==> config.mk <==
export PLATFORM = sky130hd
export DESIGN_NAME = tetris_step_ctrl
export DESIGN_NICKNAME = d
export VERILOG_FILES = /design/src/rtl/tetris_step_ctrl.sv
export SDC_FILE = /design/constraint.sdc
export NUM_CORES = 1
export LEC_CHECK = 0
export CAP_MARGIN = 5
export CORE_ASPECT_RATIO = 0.7
export CORE_MARGIN = 4
export CORE_UTILIZATION = 40
export DETAILED_ROUTE_END_ITERATION = 6
export PLACE_DENSITY = 0.84
export SYNTH_ARGS = -nofsm -noshare
export SYNTH_HDL_FRONTEND = slang
export SYNTH_SLANG_ARGS = --single-unit
==> constraint.sdc <==
create_clock -name clk -period 2.54 [get_ports clk]
set_input_delay 0.635 -clock clk [delete_from_list [all_inputs] [get_ports clk]]
set_output_delay 0.635 -clock clk [all_outputs]
set_load 0.005 [all_outputs]
==> src/rtl/tetris_step_ctrl.sv <==
// Game-step sequencer for the tetris move ALU: owns the falling piece, issues one
// ALU action per step, commits legal results and sequences lock / row reduction / game over.
module tetris_step_ctrl #(
   parameter int WIDTH = 8,
   parameter int CNT_W = 16
) (
   input  logic               clk,
   input  logic               reset,
   input  logic               start,
   input  logic               tick,
   input  logic               cmd_valid,
   input  logic [WIDTH-1:0]   cmd_action,
   output logic               cmd_ready,
   input  logic [WIDTH-1:0]   fig_code,
   input  logic [4*WIDTH-1:0] fig_rho_x,
   input  logic [4*WIDTH-1:0] fig_rho_y,
   output logic               fig_req,
   output logic [WIDTH-1:0]   alu_action,
   output logic [WIDTH-1:0]   alu_figure,
   output logic               alu_is_move,
   output logic               alu_is_reduce,
   output logic [4*WIDTH-1:0] alu_rho_x,
   output logic [4*WIDTH-1:0] alu_rho_y,
   input  logic [4*WIDTH-1:0] alu_new_rho_x,
   input  logic [4*WIDTH-1:0] alu_new_rho_y,
   input  logic               collide,
   output logic               lock_req,
   input  logic               lock_done,
   input  logic               full_row,
   output logic               reduce_req,
   input  logic               reduce_done,
   output logic [CNT_W-1:0]   lines,
   output logic               game_over
);

   typedef enum logic [2:0] {
      IDLE, SPAWN, READY, MOVE, LOCK, CHECKROW, REDUCE, GAME_OVER
   } state_t;

   localparam logic [WIDTH-1:0] ACT_DOWN = WIDTH'(1);
   localparam logic [WIDTH-1:0] ACT_MAX  = WIDTH'(5);

   state_t             state;
   state_t             state_next;
   logic [WIDTH-1:0]   figure;
   logic [WIDTH-1:0]   action;
   logic [4*WIDTH-1:0] rho_x;
   logic [4*WIDTH-1:0] rho_y;
   logic               pending_tick;
   logic               want_down;
   logic               cmd_ok;

   // A tick arriving this cycle counts as pending, so it already outranks a same-cycle command.
   assign want_down = (state == READY) && (pending_tick || tick);
   assign cmd_ok    = (cmd_action != WIDTH'(0)) && (cmd_action <= ACT_MAX);

   always_comb begin
      state_next    = state;
      fig_req       = 1'b0;
      cmd_ready     = 1'b0;
      game_over     = 1'b0;
      alu_is_move   = 1'b0;
      alu_is_reduce = 1'b0;
      alu_action    = '0;
      alu_figure    = figure;
      alu_rho_x     = rho_x;
      alu_rho_y     = rho_y;
      case (state)
         IDLE: begin
            if (start) state_next = SPAWN;
            else       state_next = IDLE;
         end
         SPAWN: begin
            alu_is_move = 1'b1;
            alu_figure  = fig_code;
            alu_rho_x   = fig_rho_x;
            alu_rho_y   = fig_rho_y;
            fig_req     = 1'b1;
            if (collide) state_next = GAME_OVER;
            else         state_next = READY;
         end
         READY: begin
            cmd_ready = !(pending_tick || tick);
            if (want_down)                   state_next = MOVE;
            else if (cmd_valid && cmd_ok)    state_next = MOVE;
            else                             state_next = READY;
         end
         MOVE: begin
            alu_is_move = 1'b1;
            alu_action  = action;
            if (collide && (action == ACT_DOWN)) state_next = LOCK;
            else                                 state_next = READY;
         end
         LOCK: begin
            if (lock_done) state_next = CHECKROW;
            else           state_next = LOCK;
         end
         CHECKROW: begin
            if (full_row) state_next = REDUCE;
            else          state_next = SPAWN;
         end
         REDUCE: begin
            alu_is_reduce = 1'b1;
            if (reduce_done) state_next = CHECKROW;
            else             state_next = REDUCE;
         end
         GAME_OVER: begin
            game_over = 1'b1;
            if (start) state_next = SPAWN;
            else       state_next = GAME_OVER;
         end
         default: state_next = IDLE;
      endcase
   end

   always_ff @(posedge clk) begin
      if (reset) begin
         state        <= IDLE;
         figure       <= '0;
         action       <= '0;
         rho_x        <= '0;
         rho_y        <= '0;
         pending_tick <= 1'b0;
         lines        <= '0;
         lock_req     <= 1'b0;
         reduce_req   <= 1'b0;
      end else begin
         state      <= state_next;
         lock_req   <= (state_next == LOCK)   && (state != LOCK);
         reduce_req <= (state_next == REDUCE) && (state != REDUCE);
         case (state)
            IDLE, GAME_OVER: begin
               pending_tick <= 1'b0;
               if (start) lines <= '0;
            end
            SPAWN: begin
               pending_tick <= pending_tick | tick;
               if (!collide) begin
                  figure <= fig_code;
                  rho_x  <= alu_new_rho_x;
                  rho_y  <= alu_new_rho_y;
               end
            end
            READY: begin
               // one request is consumed; a second one arriving alongside stays queued
               pending_tick <= pending_tick & tick;
               if (want_down)      action <= ACT_DOWN;
               else if (cmd_valid) action <= cmd_action;
            end
            MOVE: begin
               pending_tick <= pending_tick | tick;
               if (!collide) begin
                  rho_x <= alu_new_rho_x;
                  rho_y <= alu_new_rho_y;
               end
            end
            REDUCE: begin
               pending_tick <= pending_tick | tick;
               if (reduce_done && (lines != {CNT_W{1'b1}})) lines <= lines + CNT_W'(1);
            end
            default: pending_tick <= pending_tick | tick;
         endcase
      end
   end

endmodule

==> summary.md <==
| Metric | Value |
|---|---|
| Clock root buffer | `clkbuf_16` |
| Hold_buf cts | `0` |
| Critical path's largest stage delay | `approximately 0.32 ns` |
| WP data required | `1.90 ns` |
| Mapped Cells | `about 590` |
| Min-Delay Path Class | `reg2reg` |
| Total CTS buffers | `9` |
| Maximum resistive drop on vdd | `between 0.4 and 0.5 mV` |
| Crit path max-delay family | `buffers and inverters` |
| Critical path data arrival time | `roughly 1.9 ns` |
| Total core area | `approximately 12000 um^2` |
| Placed cells | `~1000` |
| Total power | `between 7 and 8 mW` |
| PortBufs | `approximately 260` |
| Crit path cell chain | `inv_2, nand2_2, nor2_4, buf_6, buf_16, buf_4, mux2_2, clkdlybuf4s15_1` |
| Fin cells | `just over 1k` |
| Yosys top cell area share | `0.419` |
| Routed Wire Length | `19300 um` |
| Top FF cell, synth | `dfxtp_1` |
| CP startpoint kind | `register` |
| Syn Nets | `about 740` |
| Post-synth ARST share | `0` |
| Crit path time final | `approximately 2.5 ns` |
| Syn Area/Cell | `roughly 8.3 um^2` |
| # diodes | `0` |
| R2R Path End | `lines[3]$_SDFFE_PP0P_` |
| Die H | `~100 um` |
| Outcome | `finished, final reports clean` |
| # rows | `33` |
| Critical path's slowest cell | `dfxtp_2` |
| Fin. max-slew vios | `0` |
| Global-route wire length before repair | `29000 um` |
| Hold path start | `rho_x[12]$_SDFFE_PP0P_` |
| CP endpoint kind | `primary output` |
| Wire per inst | `19.1 um` |
| DP HPWL | `between 10000 and 15000 um` |
| First-pass DRT Iterations | `5` |
| DIE AREA | `roughly 14000 um^2` |
| Leakage | `3.28 nW` |
| Maximum root-to-sink buffer count | `2` |
| Synth Warn # | `0` |
| Endpoint, Worst Hold | `rho_x[12]$_SDFFE_PP0P_` |
| Pwr per Cell Area | `between 800 and 900 nW/um^2` |
| Final Setup Violations | `0` |
| H-tree depth | `3` |
| Synthesized area | `between 4000 and 5000 um^2` |
| CTS tree | `done` |
| Slew headroom | `0.547` |
| Max frequency | `between 300 and 400 MHz` |
| DRC violations left | `0` |
| Actual slew at the worst max-slew pin | `0.680 ns` |
| Nets@finish | `just over 1k` |
| Sink Count | `102` |
| Vias in the first global route | `roughly 5.6k` |
| GRT overflow | `0` |
| Hold Vio Cnt, Final | `0` |
| Largest net degree at the start of global routing | `62` |
| CP bufs+invs | `5` |
| Global placement routability congestion | `roughly 0.9` |
| Initial DRC count | `approximately 250` |
| Num ports | `between 200 and 300` |
| Most frequent cells after synthesis | `nand2_1 (157), dfxtp_1 (102), a21oi_1 (85)` |
| Top area cells in the synthesized netlist | `dfxtp_1 (42%), mux2_2 (17%), nand2_1 (12%)` |
| Register area | `just over 2000 um^2` |
| Synth-to-layout area growth | `69.9%` |
| R2r setup slk | `around 0.36 ns` |
| Kind of critical path | `reg2out` |
| RSZ-0062 raised after global routing | `yes` |
| Most instantiated library cell after synthesis | `nand2_1` |
| Share of cells above drive strength 1 | `0.167` |
| Die W | `around 140 um` |
| Post-synth cell types | `46` |
| Largest area contributor in the netlist | `dfxtp_1` |
| Vias | `about 5.5k` |
| Post-synth EDFFs | `0` |
| Crit share post-route | `0.992` |
| Clk pin slew, worst setup/hold paths | `around 0.070 ns` |
| Via/cell ratio | `between 5 and 6` |
| Total GRT Usage | `0.258` |
| Seq cells post-synth | `approximately 100` |
| Hold path cells | `2` |
| Initial antenna violation count | `0` |
| MaxCap Viol Count | `0` |
| Final Skew | `0.00723 ns` |
| R2R cell count | `6` |
| Register area share after synthesis | `0.419` |
| Starting Density | `0.413` |
| Fill count | `slightly above 900` |
| Multi-input logic area | `roughly 2600 um^2` |
| Clock Latency Late Sink | `0.34 ns` |
| CP max FO | `6` |
| R2R Path Start | `lines[8]$_SDFFE_PP0P_` |
| Antenna Violating Nets Remaining | `0` |
==> cell families after synthesis <==
group / count (synthesis) / share of synthesized area
buffers and inverters: 49 / 0.0441
XOR/XNOR: 4 / 0.00718
AND/OR/NAND/NOR: 233 / 0.213
adder cells (fa/ha/maj): 1 / 0.00257
AO/OA/AOI/OAI: 126 / 0.148
flip-flops: 102 / 0.419
multiplexers: 72 / 0.166
==> repair_timing <==
item	CTS	global route
pin swaps	1	2
resized for setup	114	9
endpoints found under the setup margin	75	80
gates cloned	4	3
buffers inserted	14	0
==> registers in the layout, summed over array words and instances (netlist names) <==
register,flops
lines,16
reduce_req,1
state,3
pending_tick,1
rho_x,32
figure,8
rho_y,32
action,8
lock_req,1
==> worst max-delay path by stage <==
stage                         from            end  cells past startpoint
2_1_floorplan  state[2]$_SDFF_PP0_  alu_figure[0]                      5
3_3_place_gp                  tick      cmd_ready                      4
3_5_place_dp                  tick      cmd_ready                      4
4_1_cts        state[2]$_SDFF_PP0_  alu_rho_y[26]                      9
5_1_grt        state[2]$_SDFF_PP0_   alu_rho_x[0]                      8
6_report       state[2]$_SDFF_PP0_   alu_rho_x[4]                      8
==> worst register-to-register path: stages (launching register included) <==
cell,delay (ns)
dfxtp_1,0.45
nand3_1,0.26
nor4_4,0.48
o21ba_1,0.44
buf_4,0.24
o21ai_0,0.11
a21oi_1,0.15
==> metal layers <==
metal,share of wire,track usage,vias up
met2,0.50,0.451,273
met3,0.070,0.0586,44
li1,-,-,2564
met1,0.40,0.312,2590
met5,0,0,-
met4,0.032,0.0975,0
==> through the flow <==
step	utilization	setup TNS (ns)	cell area, um^2	hold WS (ns)	setup WS [ns]
finish	0.702	0	8290	0.456	0.0194
detailed placement	0.650	0	7670	0.448	0.0284
CTS	0.695	-0.693	8210	0.458	-0.0518
global placement	0.650	0	7670	0.440	0.0255
floorplan	-	0	4880	0.434	0.394
global route	0.702	-2.55	8290	0.483	-0.0713
==> cell usage in the layout (no fill, tap or decap), types with 4 or more instances in the layout <==
cell,synthesis,final
clkdlybuf4s50_1,0,180
nand2_1,157,156
dfxtp_1,102,99
a21oi_1,85,85
mux2_2,72,72
dlygate4sd2_1,0,41
clkdlybuf4s15_1,0,30
buf_4,1,18
nor2_1,20,17
o21ai_0,12,12
clkbuf_16,0,12
inv_1,11,10
and2_1,8,8
a22oi_1,8,8
buf_12,0,8
or3_1,7,7
nand3_1,6,6
nor4_1,5,5
nand4_1,4,4
nor3_1,5,4
nand4b_1,4,4
xnor2_1,4,4
o31ai_1,4,4
buf_16,0,4
buf_6,2,4
==> cell type report <==
| class | count | area share |
|---|---|---|
| multi-input cells | 436 | 0.320 |
| repair buffers | 292 | 0.365 |
| clock inverters | 6 | 0.0113 |
| clock buffers | 10 | 0.0288 |
| well taps | 157 | 0.0237 |
| inverters | 11 | 0.00498 |
| flip-flops and latches | 102 | 0.247 |
==> where the power goes <==
part	switching, mW	leakage [nW]	internal [mW]
Sequential	0.148	0.828	1.81
Combinational	1.60	2.29	2.11
Clock	0.630	0.159	0.898
Total	2.38	3.28	4.82
Power figures use the tool's default switching activity.
